===== config.mk =====
export PLATFORM = sky130hd
export DESIGN_NAME = btn_reset_conditioner
export DESIGN_NICKNAME = d
export VERILOG_FILES = /design/src/rtl/btn_reset_conditioner.sv
export SDC_FILE = /design/constraint.sdc
export NUM_CORES = 1
export LEC_CHECK = 0
export ABC_AREA = 0
export BUFFER_PORTS_ARGS = -buffer_cell sky130_fd_sc_hd__buf_4
export CORE_MARGIN = 3
export CORE_UTILIZATION = 47
export DETAILED_ROUTE_END_ITERATION = 6
export PLACE_DENSITY = 0.76
export SLEW_MARGIN = 20
export SYNTH_ARGS = -nofsm -noshare
export SYNTH_HDL_FRONTEND = slang
export SYNTH_SLANG_ARGS = --single-unit

===== constraint.sdc =====
create_clock -name clk -period 1.7 [get_ports clk]
set_input_delay 0.17 -clock clk [delete_from_list [all_inputs] [get_ports clk]]
set_output_delay 0.17 -clock clk [all_outputs]
set_load 0.05 [all_outputs]

===== src/rtl/btn_reset_conditioner.sv =====
// Push-button reset conditioner: polarity normalise, N-flop synchronizer, debouncer,
// power-on reset stretch. Optional edge pulses when BTN_EDGE_PULSE_EN is defined.
module btn_reset_conditioner #(
  parameter int SYNC_STAGES     = 2,
  parameter int DEBOUNCE_CYCLES = 1_000_000,
  parameter int POR_CYCLES      = 16,
  parameter int BTN_ACTIVE_HIGH = 1
) (
  input  logic clk,
  input  logic rst_n,
  input  logic btn_in,
  output logic rst_out,
  output logic btn_level,
  output logic btn_rise,
  output logic btn_fall
);

  localparam int CNT_W = (DEBOUNCE_CYCLES > 2) ? $clog2(DEBOUNCE_CYCLES) : 1;
  localparam int POR_W = $clog2(POR_CYCLES + 1);

  typedef enum logic {
    ST_RELEASED = 1'b0,
    ST_PRESSED  = 1'b1
  } state_t;

  logic [SYNC_STAGES-1:0] r_sync;
  logic [CNT_W-1:0]       r_deb_cnt;
  logic [CNT_W-1:0]       w_deb_cnt_next;
  logic [POR_W-1:0]       r_por_cnt;
  logic                   r_rst_out;
  logic                   w_btn_norm;
  logic                   w_btn_sync;
  state_t                 r_state;
  state_t                 w_state_next;

  assign w_btn_norm = (BTN_ACTIVE_HIGH != 0) ? btn_in : ~btn_in;
  assign w_btn_sync = r_sync[SYNC_STAGES-1];

  always_ff @(posedge clk or negedge rst_n) begin
    if (!rst_n) begin
      r_sync <= '0;
    end else begin
      r_sync <= {r_sync[SYNC_STAGES-2:0], w_btn_norm};
    end
  end

  // The debounce state is the accepted level itself; the counter measures the
  // current run of samples that disagree with it.
  always_comb begin
    w_state_next   = r_state;
    w_deb_cnt_next = '0;
    if (w_btn_sync != r_state) begin
      if (r_deb_cnt == CNT_W'(DEBOUNCE_CYCLES - 1)) begin
        w_state_next   = (r_state == ST_PRESSED) ? ST_RELEASED : ST_PRESSED;
        w_deb_cnt_next = '0;
      end else begin
        w_deb_cnt_next = r_deb_cnt + CNT_W'(1);
      end
    end
  end

  always_ff @(posedge clk or negedge rst_n) begin
    if (!rst_n) begin
      r_state   <= ST_RELEASED;
      r_deb_cnt <= '0;
    end else begin
      r_state   <= w_state_next;
      r_deb_cnt <= w_deb_cnt_next;
    end
  end

  // Comparing the pre-increment count against POR_CYCLES-1 makes rst_out drop on
  // exactly the POR_CYCLES-th edge after release.
  always_ff @(posedge clk or negedge rst_n) begin
    if (!rst_n) begin
      r_por_cnt <= '0;
      r_rst_out <= 1'b1;
    end else begin
      if (r_por_cnt != POR_W'(POR_CYCLES)) begin
        r_por_cnt <= r_por_cnt + POR_W'(1);
      end
      r_rst_out <= (r_por_cnt < POR_W'(POR_CYCLES - 1)) | (r_state == ST_PRESSED);
    end
  end

  assign rst_out   = r_rst_out;
  assign btn_level = (r_state == ST_PRESSED);

`ifdef BTN_EDGE_PULSE_EN
  logic r_rise;
  logic r_fall;

  always_ff @(posedge clk or negedge rst_n) begin
    if (!rst_n) begin
      r_rise <= 1'b0;
      r_fall <= 1'b0;
    end else begin
      r_rise <= (r_state == ST_RELEASED) && (w_state_next == ST_PRESSED);
      r_fall <= (r_state == ST_PRESSED)  && (w_state_next == ST_RELEASED);
    end
  end

  assign btn_rise = r_rise;
  assign btn_fall = r_fall;
`else
  assign btn_rise = 1'b0;
  assign btn_fall = 1'b0;
`endif

endmodule

# After elaboration in Yosys (flattened, before gate mapping)
# Index checks and enable logic that the tools add are counted.
# totals
reg_bits	29
# classes
add_sub_neg	2
magnitude_cmp	1
n_eq_ne	3
n_mux	3
bitwise	1
n_reduce_logical	1
# op_table
op	n
two-way mux 20 bit	2
adder 20 x 1 -> 20 bit, second input constant	1
== test 20 bit, second input constant	1
adder 5 x 1 -> 5 bit, second input constant	1
less-than comparator 5 x 4 -> 1 bit, second input constant	1
!= test 5 bit, second input constant	1
AND reduction 2 bit	1
two-way mux 1 bit	1
!= test 1 bit	1
OR 1 bit	1

# Longest topological paths before layout
# Gate-level depths: netlist of the first run.
# logic_depth
depth_word	3
mapped_depth	6

# Worst setup path after synthesis of the first run
# No wires, ideal clock.
# synth_path
path_type	reg2reg
from	register r_deb_cnt[7]
to	register r_state (netlist: btn_level)
setup_ns	0.125
t_arrival_ns	1.500
t_required_ns	1.575
slack_ns	0.075
stages_incl_launch_ff	4
path_buffers	0
period_less_slack_ns	1.625
cell_sequence	dfrtp_1 or4b_1 nor3_1 mux2_2
# synth_via
elab_chain_len	2
# synth_lines
element	line	source
start: declaration	27	logic [CNT_W-1:0] r_deb_cnt;
start signal: assignment	68	r_deb_cnt <= w_deb_cnt_next;
== test 20 bit	53	if (r_deb_cnt == CNT_W'(DEBOUNCE_CYCLES - 1)) begin
AND reduction 2 bit (no line)	-	
end signal: assignment	67	r_state <= w_state_next;
end: declaration	33	state_t r_state;
# Every way passes these cells.
# A chain may end at the register's enable or synchronous reset.

# Final worst setup path of the first run
# layout_path
from	register r_deb_cnt[7]
to	register r_deb_cnt[0]
# layout_via
elab_chain_len	3
# layout_lines
element	line	source
== test 20 bit	53	
two-way mux 20 bit	53	
two-way mux 20 bit	52	if (w_btn_sync != r_state) begin
named net w_deb_cnt_next[0]	28	logic [CNT_W-1:0] w_deb_cnt_next;
# The timed path passes the listed nets, and every way through them passes these cells.

==> results of run 1 <==
## what timing repair did
item,in CTS,in global routing
pin swaps,0,9
gates resized for setup,3,32
setup buffers,0,4
hold buffers,2,0
hold endpoints to repair,29,0
setup endpoints to repair,21,21
## report_power, final
group          total (mW)  internal [mW]  switching, mW  leakage, nW
clock               0.417          0.156          0.262       0.0310
combinational      0.0745         0.0272         0.0474        0.345
sequential          0.705          0.698        0.00706        0.384
total                1.20          0.880          0.316        0.761
## sequential cells by signal (all words and copies together) (netlist names)
register   count
r_deb_cnt     20
r_por_cnt      5
r_sync         2
btn_level      1
rst_out        1
## layout by cell type (no fill, tap or decap), drive strengths merged, types with 2 or more instances in the layout
cell type and n:
or3 2, nand2 6, nor4 3, a21oi 4, and3 4, inv 5
clkinv 2, mux2 2, dlygate4sd3 2, xnor2 9, o31ai 4, ha 3
or4 3, xor2 9, clkbuf 5, nor3 2, nand4 5, buf 22
nor2 19, nand3 10, conb 2, dfrtp 28
## cell usage after synthesis
library cell,instances
dfrtp_1,28
nor2_1,19
nand3_1,9
xnor2_1,9
xor2_1,9
nand2_1,6
inv_1,5
a21oi_1,4
buf_4,4
nand4_1,4
o31ai_1,4
and3_1,3
ha_1,3
nor4_1,3
or4_1,3
mux2_2,2
nor3_1,2
a41oi_1,1
and3_2,1
and4_2,1
buf_2,1
conb_1,1
dfstp_2,1
mux2i_1,1
nand3_2,1
nand3b_1,1
nand4_2,1
nor4b_1,1
o21ai_0,1
or2_2,1
or3_1,1
or3_4,1
or4b_1,1
## cell families after synthesis
logic type | count (synthesis) | synth area share
simple gates | 59 | 0.231
flops | 29 | 0.519
xor+xnor | 18 | 0.113
compound gates | 10 | 0.0456
buf+inv | 10 | 0.0384
fa+ha+maj | 3 | 0.0268
mux | 3 | 0.0232
other cells | 1 | 0.00268
## metrics by stage
| stage | power [mW] | setup TNS, ns | instances | hold slack, ns | util |
|---|---|---|---|---|---|
| global placement | 0.770 | 0 | 178 | 0.110 | 0.552 |
| CTS | 1.19 | 0 | 188 | 0.291 | 0.585 |
| global route | 1.25 | -0.830 | 192 | 0.292 | 0.635 |
| floorplan | 0.749 | 0 | 134 | -0.126 | - |
| detailed placement | 0.774 | -0.358 | 178 | 0.111 | 0.552 |
| finish | 1.20 | 0 | 192 | 0.277 | 0.635 |
## final cells by class
cell class | instances | area [µm²]
Clock inverter | 3 | 17.5
Fill cell | 224 | 1020
Clock buffer | 5 | 37.5
Inverter | 5 | 18.8
Timing Repair Buffer | 24 | 196
Multi-Input combinational cell | 95 | 742
Tap cell | 31 | 38.8
Sequential cell | 29 | 731
## worst max-delay path by stage
stage                              end  slack [ns]  cells after the start
3_5_place_dp    r_deb_cnt[2]$_DFF_PN0_       -0.03                      5
2_1_floorplan    btn_level$_DFFE_PN0P_        0.07                      3
3_3_place_gp   r_deb_cnt[19]$_DFF_PN0_        0.03                      4
4_1_cts         r_deb_cnt[2]$_DFF_PN0_       0.006                      5
5_1_grt         r_deb_cnt[4]$_DFF_PN0_       -0.05                      5
6_report        r_deb_cnt[0]$_DFF_PN0_        0.02                      4
## routing by layer
metal / routed length (µm) / part of all wire
met5: 0 / 0
met4: 55 / 0.018
met3: 130 / 0.043
met2: 1560 / 0.52
met1: 1260 / 0.42
==> summary.md, run 1 <==
| Metric | Value |
|---|---|
| Number of I/O port buffers | `4` |
| Fin. Hold Viols | `0` |
| Fin. max-slew vios | `0` |
| Die height | `~60 µm` |
| Clock Pin Slew Worst Setup and Hold Paths | `0.10 ns` |
| Top delay family on crit path | `simple AND/OR/NAND/NOR gates` |
| Standard-cell rows | `19` |
| WL/cell | `15.7 µm` |
| Mapped cell area | `roughly 0.0014 mm²` |
| Die area | `0.00367 mm²` |
| Setup WS post-layout | `~0.021 ns` |
| Num ports | `7` |
| Layout cells sized above 1 | `0.416` |
| Crit share post-route | `0.987` |
| Setup crit start kind | `flip-flop` |
| Crit path kind | `flip-flop to flip-flop` |
| DR DRC count | `0` |
| Clock Sink Count | `29` |
| Synth Instances | `between 100 and 150` |
| Initial antenna violation count | `0` |
| CP endpoint kind | `flip-flop` |
| WP data required | `1.94 ns` |
| Core area | `approximately 0.0028 mm²` |
| Place WS | `-0.0281 ns` |
| Iter 0 DRT Violations | `35` |
| Slowest stage delay, CP | `0.60 ns` |
| Antenna cell count | `0` |
| Skew-Pair Late Insertion Delay | `about 0.34 ns` |
| Largest net degree at the start of global routing | `30` |
| Syn_area_per_cell | `~11 µm²` |
| Fin nets | `between 150 and 200` |
| Vias in the first global route | `1072` |
| GRT Overall Usage | `0.187` |
| Final Setup Violations | `0` |
| CP max stage cell | `or4b_4` |
| Warnings from Yosys | `0` |
| Final clock skew | `0.00775 ns` |
| Crit-path cells | `or4b_4 -> o31ai_4 -> buf_6 -> nor2_1` |
| Maximum clock rate | `0.596 GHz` |
| Die X | `60.6 µm` |
| Met2 usage | `0.276` |
| Most used routing layer | `met2` |
| Leak | `about 0.76 nW` |
| Critical path buffers and inverters | `1` |
| Clock root cell | `clkbuf_4` |
| Cell types occupying the most area after synthesis | `dfrtp_1 (50%), xnor2_1 (5.6%), xor2_1 (5.6%)` |
| Placement Cell Area | `about 0.0015 mm²` |
| Drt total wl | `3010 µm` |
| TritonCTS clock tree | `built` |
| Final Critical Period | `approximately 1.7 ns` |
| Worst vdd ir | `598 µV` |
| M1 GR Usage | `0.238` |
| Hold Path Class | `input port to async pin` |
| H-tree depth | `2` |
| Initial Utilization | `0.499` |
| Vias | `1074` |
| Yosys reg bits | `29` |
| Final instance area | `roughly 0.0018 mm²` |
| Reg2reg end | `r_deb_cnt[0]$_DFF_PN0_` |
| Register-to-register path setup slack | `around 0.021 ns` |
| Grt ovf | `0` |
| M3 GR Usage | `0.0702` |
| Worst Reg-to-Reg Cells | `4` |
| Post-synth top area cell | `dfrtp_1` |
| Seq/Total Area, Yosys | `0.519` |
| Worst Path Arrival | `1.91 ns` |
| CP startpoint | `r_deb_cnt[7]$_DFF_PN0_` |
| First-pass GRT wire length | `4820 µm` |
| Vias per Instance | `5.59` |
| Netlist cell types | `33` |
| Power per standard cell area | `between 600 and 700 mW/mm²` |
| Top cell type's share of synthesized area | `0.500` |
| DRT Pass-1 Iters | `4` |
| R2r startpoint | `r_deb_cnt[7]$_DFF_PN0_` |
| Area delta synth->final | `27.3%` |
| DPL Wire Length | `around 1900 µm` |
| RSZ-0062 raised after global routing | `yes` |
| GPL Wtd Cong | `0.898` |
| CTS buffer count | `5` |
| Maxcap violations | `0` |
| Clock Path Buffers | `2` |
| Status | `complete, no violations` |
| Post-route ant nets | `0` |
| Crit-path max FO | `7` |
(Power assumes the default switching activity.)
==> inputs of run 2 (changes only) <==
--- a/config.mk
+++ b/config.mk
@@ -5,12 +5,12 @@
 export SDC_FILE = /design/constraint.sdc
 export NUM_CORES = 1
 export LEC_CHECK = 0
-export ABC_AREA = 0
+export ABC_AREA = 1
 export BUFFER_PORTS_ARGS = -buffer_cell sky130_fd_sc_hd__buf_4
 export CORE_MARGIN = 3
 export CORE_UTILIZATION = 47
 export DETAILED_ROUTE_END_ITERATION = 6
-export PLACE_DENSITY = 0.76
+export PLACE_DENSITY_LB_ADDON = 0.25
 export SLEW_MARGIN = 20
 export SYNTH_ARGS = -nofsm -noshare
 export SYNTH_HDL_FRONTEND = slang
==> run 2 against run 1 <==
Against the previous run:
- maximum frequency grew 13%
- worst hold slack better by 0.0086 ns
- critical path depth grew 2
- flip-flop and latch count unchanged
- largest cell class unchanged
==> summary.md, run 2 <==
| Metric | Value |
|---|---|
| Clock Sink Count | `29 (unchanged)` |
| Die height | `63.2 µm (+4.2%)` |
| Final Instance Count excl. Fillers | `244 (+27%)` |
| Post-synth EDFFs | `0 (unchanged)` |
| Hold_ws | `0.285 ns (+0.00856 ns)` |
| Grt ovf | `0 (unchanged)` |
| Synth Area in Simple Gates | `0.344 (+0.112)` |
| Final Setup Violations | `0 (unchanged)` |
| DPL Wire Length | `2240 µm (+17%)` |
| Seq/Total Area, Yosys | `0.474 (-0.0457)` |
| Clock root cell | `clkbuf_4` |
| Fin. Hold Viols | `0 (unchanged)` |
| Top cells by count, synth | `nor2_1 (50), dfrtp_1 (28), nand2_1 (28)` |
| Top cell type's share of synthesized area | `0.456 (-0.0440)` |
| CP startpoint | `r_deb_cnt[0]$_DFF_PN0_` |
| TritonCTS clock tree | `built` |
| Most frequent cells in the layout | `nor2_1 (50), nand2_1 (28), dfrtp_1 (28), nand3_1 (19), inv_1 (16)` |
| Post-synth top area cell | `dfrtp_1` |
| Crit share post-route | `0.874 (-0.114)` |
| Skew-Pair Late Insertion Delay | `0.33 ns (about the same)` |
| Top flop regs | `r_deb_cnt (20), r_por_cnt (5), r_sync (2)` |
| Initial Utilization | `0.499 (about the same)` |
| Post-CTS setup buffers | `0 (unchanged)` |
| GRT Overall Usage | `0.182 (-0.00454)` |
| Vias | `1213 (+13%)` |
| Xor and xnor fraction of the mapped netlist area | `0.0913 (-0.0213)` |
| Hold Path Class | `input port to async pin` |
| DP Cell Count | `234 (+31%)` |
| Vias per Instance | `4.97 (-11%)` |
| Setup crit start kind | `flip-flop` |
| Post-route ant nets | `0 (unchanged)` |
| Maximum clock rate | `0.673 GHz (+13%)` |
| Fraction of registers with async set/reset | `1.00 (unchanged)` |
| H-tree depth | `2 (unchanged)` |
| FILL cells | `279 (+25%)` |
| CTS buffer count | `5 (unchanged)` |
| Core area | `0.00308 mm² (+9.7%)` |
| Antenna cell count | `0 (unchanged)` |
| Mux contribution to synthesized area | `0 (-0.0232)` |
| Leak | `0.744 nW (-2.3%)` |
| DRT Pass-1 Iters | `5 (+1)` |
| Iter 0 DRT Violations | `67 (+91%)` |
| PostCTS Resize Cnt | `0 (-3)` |
| Hold buffers post-CTS | `2 (unchanged)` |
| Final clock skew | `0.00810 ns (+0.000345 ns)` |
| Crit-path max FO | `6 (-1)` |
| Yosys reg bits | `29 (unchanged)` |
| Vias in the first global route | `1239 (+16%)` |
| Top_reg_cell synth | `dfrtp_1` |
| WP data required | `1.92 ns (-0.02 ns)` |
| Layout cells sized above 1 | `0.120 (-0.296)` |
| Post-synthesis compound-gate area fraction | `0.0130 (-0.0325)` |
| CP endpoint kind | `flip-flop` |
| Clock Pin Slew Worst Setup and Hold Paths | `0.09 ns (about the same)` |
| Setup_tns | `0 ns (unchanged)` |
| Worst vdd ir | `489 µV (-18%)` |
| Most common cell after layout, fill and taps aside | `nor2_1` |
| Power per standard cell area | `790 mW/mm² (+18%)` |
| Mapped cell area | `0.00154 mm² (+9.7%)` |
| Status | `complete, no violations` |
| First-pass GRT wire length | `5600 µm (+16%)` |
| Cell types occupying the most area after synthesis | `dfrtp_1 (46%), nor2_1 (12%), xor2_1 (7.4%)` |
| DR DRC count | `0 (unchanged)` |
| Largest net degree at the start of global routing | `30 (unchanged)` |
| Netlist cell types | `25 (-24%)` |
| Num ports | `7 (unchanged)` |
| Clock Path Buffers | `2 (unchanged)` |
| Finished Core Util | `0.558 (-0.0770)` |
| Final Critical Period | `1.49 ns (-0.193 ns)` |
| Largest register by flop count | `r_deb_cnt` |
| Worst Path Arrival | `1.70 ns (-0.21 ns)` |
| R2r startpoint | `r_deb_cnt[0]$_DFF_PN0_` |
| Maxcap violations | `0 (unchanged)` |
| WL/cell | `12.5 µm (-20%)` |
| Number of I/O port buffers | `4 (unchanged)` |
| GPL Wtd Cong | `0.875 (-2.6%)` |
| Crit path kind | `flip-flop to flip-flop` |
| Die X | `63.2 µm (+4.2%)` |
| Post-synthesis adder-cell area fraction | `0.0244 (-0.00236)` |
| Initial antenna violation count | `0 (unchanged)` |
| Area delta synth->final | `11.9%` |
| Top-count cell post-synth | `nor2_1` |
| Drt total wl | `3050 µm (+1.4%)` |
| Area of the multi-input gates | `733 µm² (-1.2%)` |
| Warnings from Yosys | `0 (unchanged)` |
| Main combinational cell family by area after synthesis | `simple AND/OR/NAND/NOR gates` |
| RSZ-0062 raised after global routing | `no` |
| FF+latch area | `727 µm² (-0.51%)` |
| Fin. max-slew vios | `0 (unchanged)` |
| Fin nets | `205 (+23%)` |
| Die area | `0.00399 mm² (+8.7%)` |
| Synth Instances | `187 (+41%)` |
| Syn_area_per_cell | `8.21 µm² (-22%)` |
| Standard-cell rows | `20 (+1)` |
| Largest register FFs | `20 (unchanged)` |
## run 2: final cells by class
class | instances | area share
tap | 44 | 0.0320
sequential | 29 | 0.423
timing repair buffer | 7 | 0.0335
multi-input combinational | 140 | 0.427
inverter | 16 | 0.0350
clock buffer | 7 | 0.0320
clock inverter | 1 | 0.0175
## run 2: worst paths after layout
check                                                to  slack, ns  cells past startpoint
worst max-delay path            r_deb_cnt[18]$_DFF_PN0_       0.21                      6
worst min-delay path             r_deb_cnt[7]$_DFF_PN0_       0.29                      2
worst max register to register  r_deb_cnt[18]$_DFF_PN0_       0.21                      6
worst min register to register      r_sync[1]$_DFF_PN0_       0.36                      0
max in group asynchronous             rst_out$_DFF_PN1_       1.09                      2
min in group clk                    r_sync[1]$_DFF_PN0_       0.36                      0
## run 2: logic make-up after synthesis
group / count (synthesis)
XOR/XNOR: 16
buffers and inverters: 19
AND/OR/NAND/NOR: 115
AO/OA/AOI/OAI: 4
flip-flops: 29
other: 1
adder cells (fa/ha/maj): 3
## run 2: through the flow
stage                     instance area [µm²]  total power, mW  setup WS (ns)
after floorplan                          1540            0.751          0.290
after global placement                   1610            0.771          0.285
after detailed placement                 1610            0.773          0.224
after CTS                                1720             1.38          0.208
after global routing                     1720             1.42         0.0370
final                                    1720             1.36          0.215
## run 2: power breakdown
group	total [mW]	switching [mW]	internal (mW)
clock	0.595	0.244	0.351
sequential	0.706	0.00804	0.697
combinational	0.0558	0.0399	0.0158
## run 2: layer usage
metal | part of all wire | GRT usage | vias up
met3 | 0.056 | 0.0446 | 7
met1 | 0.45 | 0.229 | 571
met5 | 0 | 0 | -
met2 | 0.47 | 0.281 | 36
li1 | - | - | 599
met4 | 0.020 | 0.110 | 0
## run 2: worst max-delay path, cell delays in order, from the launching register on
cell	delay (ns)
dfrtp_1	0.39
ha_1	0.27
nand3_4	0.13
nor2_2	0.18
nand3_2	0.15
nand2_1	0.19
nor2_1	0.07
==> inputs of run 3 (changes only) <==
--- a/config.mk
+++ b/config.mk
@@ -7,8 +7,9 @@
 export LEC_CHECK = 0
 export ABC_AREA = 1
 export BUFFER_PORTS_ARGS = -buffer_cell sky130_fd_sc_hd__buf_4
-export CORE_MARGIN = 3
+export CORE_MARGIN = 5
 export CORE_UTILIZATION = 47
+export CTS_BUF_LIST = sky130_fd_sc_hd__clkbuf_8
 export DETAILED_ROUTE_END_ITERATION = 6
 export PLACE_DENSITY_LB_ADDON = 0.25
 export SLEW_MARGIN = 20
==> run 3 against run 2 <==
Against the previous run:
- register-to-register slack worse by 0.02 ns
- final area up 1.3%
- clock power up 20%
- worst hold slack better by 0.046 ns
- via count up 1.7%
- worst setup slack worse by 0.021 ns
- wire length down 3.0%
- sequential share of layout area down 0.55 points
- global-route usage down 2.4 points
- total power up 8.8%
- maximum frequency down 1.4%
- largest power group is now the clock network
- highest routed layer unchanged
==> summary.md, run 3 (synthesis results as in run 2) <==
| Metric | Value |
|---|---|
| RSZ-0062 raised after global routing | `no` |
| Power Total | `1.48 mW (+8.8%)` |
| Worst Path Arrival | `1.68 ns (-0.02 ns)` |
| Final Critical Period | `1.51 ns (+0.0208 ns)` |
| Die area | `0.00451 mm² (+13%)` |
| CTS buffer count | `5 (unchanged)` |
| Vias per Instance | `5.08 (+2.1%)` |
| R2r startpoint | `r_deb_cnt[0]$_DFF_PN0_` |
| Setup_tns | `0 ns (unchanged)` |
| Top flop regs | `r_deb_cnt (20), r_por_cnt (5), r_sync (2)` |
| Die X | `67.2 µm (+6.3%)` |
| FF+latch area | `727 µm² (unchanged)` |
| DPL Wire Length | `2240 µm (-0.16%)` |
| FILL cells | `300 (+7.5%)` |
| Die height | `67.2 µm (+6.3%)` |
| Top delay family on crit path | `simple AND/OR/NAND/NOR gates` |
| Power share of the clock group | `0.485 (+0.046)` |
| CP endpoint kind | `flip-flop` |
| Area of the multi-input gates | `733 µm² (unchanged)` |
| Vias | `1234 (+1.7%)` |
| Crit-path cells | `ha_1 -> nand3_4 -> nor2_2 -> nand3_2 -> nand2_1 -> nor2_1` |
| DRT Pass-1 Iters | `4 (-1)` |
| Maximum clock rate | `0.664 GHz (-1.4%)` |
| Flop pwr share | `0.478 (-0.042)` |
| Crit-path max FO | `6 (unchanged)` |
| Post-CTS setup buffers | `0 (unchanged)` |
| Reg2reg end | `r_deb_cnt[18]$_DFF_PN0_` |
| Most common cell after layout, fill and taps aside | `nor2_1` |
| Standard-cell rows | `20 (unchanged)` |
| CP max stage cell | `dfrtp_1` |
| Final Instance Count excl. Fillers | `243 (-0.41%)` |
| DP Cell Count | `233 (-0.43%)` |
| Register-to-register path setup slack | `0.19 ns (-0.02 ns)` |
| Drt total wl | `2960 µm (-3.0%)` |
| Finished Core Util | `0.561 (+0.00276)` |
| Fin. Hold Viols | `0 (unchanged)` |
| Sw Pwr | `325 µW (+11%)` |
| Slowest stage delay, CP | `0.37 ns (-0.02 ns)` |
| Layout cells sized above 1 | `0.121 (+0.000603)` |
| Worst vdd ir | `554 µV (+13%)` |
| Final Setup Violations | `0 (unchanged)` |
| Number of I/O port buffers | `4 (unchanged)` |
| Area delta synth->final | `13.4%` |
| Crit share post-route | `0.886 (+0.0123)` |
| Skew-Pair Late Insertion Delay | `0.29 ns (-0.04 ns)` |
| TritonCTS clock tree | `built` |
| WL/cell | `12.2 µm (-2.6%)` |
| P_int | `1.15 mW (+8.1%)` |
| WP data required | `1.88 ns (-0.04 ns)` |
| Antenna cell count | `0 (unchanged)` |
| Largest register FFs | `20 (unchanged)` |
| Final clock skew | `0.00736 ns (-0.000738 ns)` |
| Leak | `0.748 nW (+0.54%)` |
| Worst Reg-to-Reg Cells | `6 (unchanged)` |
| Switching Fraction | `0.220 (+0.00475)` |
| Initial antenna violation count | `0 (unchanged)` |
| Iter 0 DRT Violations | `51 (-24%)` |
| Core area | `0.00310 mm² (+0.81%)` |
| DR DRC count | `0 (unchanged)` |
| Hold Path Class | `input port to async pin` |
| Clock Pin Slew Worst Setup and Hold Paths | `0.07 ns (-0.02 ns)` |
| Status | `complete, no violations` |
| Place WS | `0.205 ns (-0.0189 ns)` |
| Fin nets | `204 (-0.49%)` |
| Initial Utilization | `0.495 (-0.00402)` |
| Vias in the first global route | `1197 (-3.4%)` |
| Fin. max-slew vios | `0 (unchanged)` |
| GPL Wtd Cong | `0.892 (+1.9%)` |
| Setup WS post-layout | `0.194 ns (-0.0208 ns)` |
| H-tree depth | `2 (unchanged)` |
| Power per standard cell area | `848 mW/mm² (+7.4%)` |
| Clock Sink Count | `29 (unchanged)` |
| Comb power frac | `0.036 (-0.005)` |
| Most frequent cells in the layout | `nor2_1 (50), nand2_1 (28), dfrtp_1 (28), nand3_1 (19), inv_1 (16)` |
| GRT Overall Usage | `0.158 (-0.0243)` |
| Grt ovf | `0 (unchanged)` |
| Crit path kind | `flip-flop to flip-flop` |
| Num ports | `7 (unchanged)` |
| Setup crit start kind | `flip-flop` |
| Largest register by flop count | `r_deb_cnt` |
| Post-route ant nets | `0 (unchanged)` |
| Clock Path Buffers | `2 (unchanged)` |
| First-pass GRT wire length | `5170 µm (-7.6%)` |
| Clock root cell | `clkbuf_8` |
| Maxcap violations | `0 (unchanged)` |
| Largest net degree at the start of global routing | `30 (unchanged)` |
| Critical path buffers and inverters | `0 (unchanged)` |
-- run 3: cell count changes in the layout (fill, tap and decap cells not counted) --
cell	change
clkbuf_4	-5
clkbuf_8	+4
buf_4	-1
clkbuf_1	-1
clkinv_4	+1
clkinvlp_4	+1
-- run 3: power by group through the flow --
stage,clock [mW],sequential [mW],combinational (mW)
floorplan,0,0.717,0.0339
global placement,0,0.718,0.0507
detailed placement,0,0.719,0.0524
CTS,0.730,0.706,0.0560
global route,0.770,0.706,0.0635
finish,0.716,0.706,0.0538
-- run 3: metal layers --
layer  track usage  vias to the layer above  share of wire
met5             0                        -              0
met4        0.0734                        0          0.016
met3        0.0549                        5          0.072
met2         0.261                       41           0.49
met1         0.182                      586           0.42
li1              -                      602              -
-- run 3: what timing repair did --
item | CTS | global route
resized for setup | 0 | 0
hold buffers | 2 | 0
endpoints found under the hold margin | 29 | 0
-- run 3: worst max path at each step --
| stage | to | slack [ns] | start | cells after the start |
|---|---|---|---|---|
| finish | r_deb_cnt[18]$_DFF_PN0_ | 0.19 | r_deb_cnt[0]$_DFF_PN0_ | 6 |
| global route | r_deb_cnt[18]$_DFF_PN0_ | 0.1 | r_deb_cnt[0]$_DFF_PN0_ | 6 |
| CTS | r_deb_cnt[18]$_DFF_PN0_ | 0.19 | r_deb_cnt[0]$_DFF_PN0_ | 6 |
| detailed placement | r_deb_cnt[18]$_DFF_PN0_ | 0.20 | r_deb_cnt[0]$_DFF_PN0_ | 6 |
| global placement | r_deb_cnt[18]$_DFF_PN0_ | 0.28 | r_deb_cnt[0]$_DFF_PN0_ | 6 |
| floorplan | r_deb_cnt[10]$_DFF_PN0_ | 0.29 | btn_level$_DFFE_PN0P_ | 4 |
-- run 3: layout make-up --
| class | instances | area share |
|---|---|---|
| multi-input combinational | 140 | 0.421 |
| tap | 44 | 0.0316 |
| clock inverter | 3 | 0.0266 |
| inverter | 16 | 0.0345 |
| sequential | 29 | 0.418 |
| timing repair buffer | 6 | 0.0288 |
| clock buffer | 5 | 0.0395 |
-- run 3: metrics by stage --
stage	instance area (µm²)	hold slack (ns)
finish	1740	0.332
global route	1740	0.374
CTS	1740	0.351
detailed placement	1610	0.114
global placement	1610	0.111
floorplan	1540	-0.126
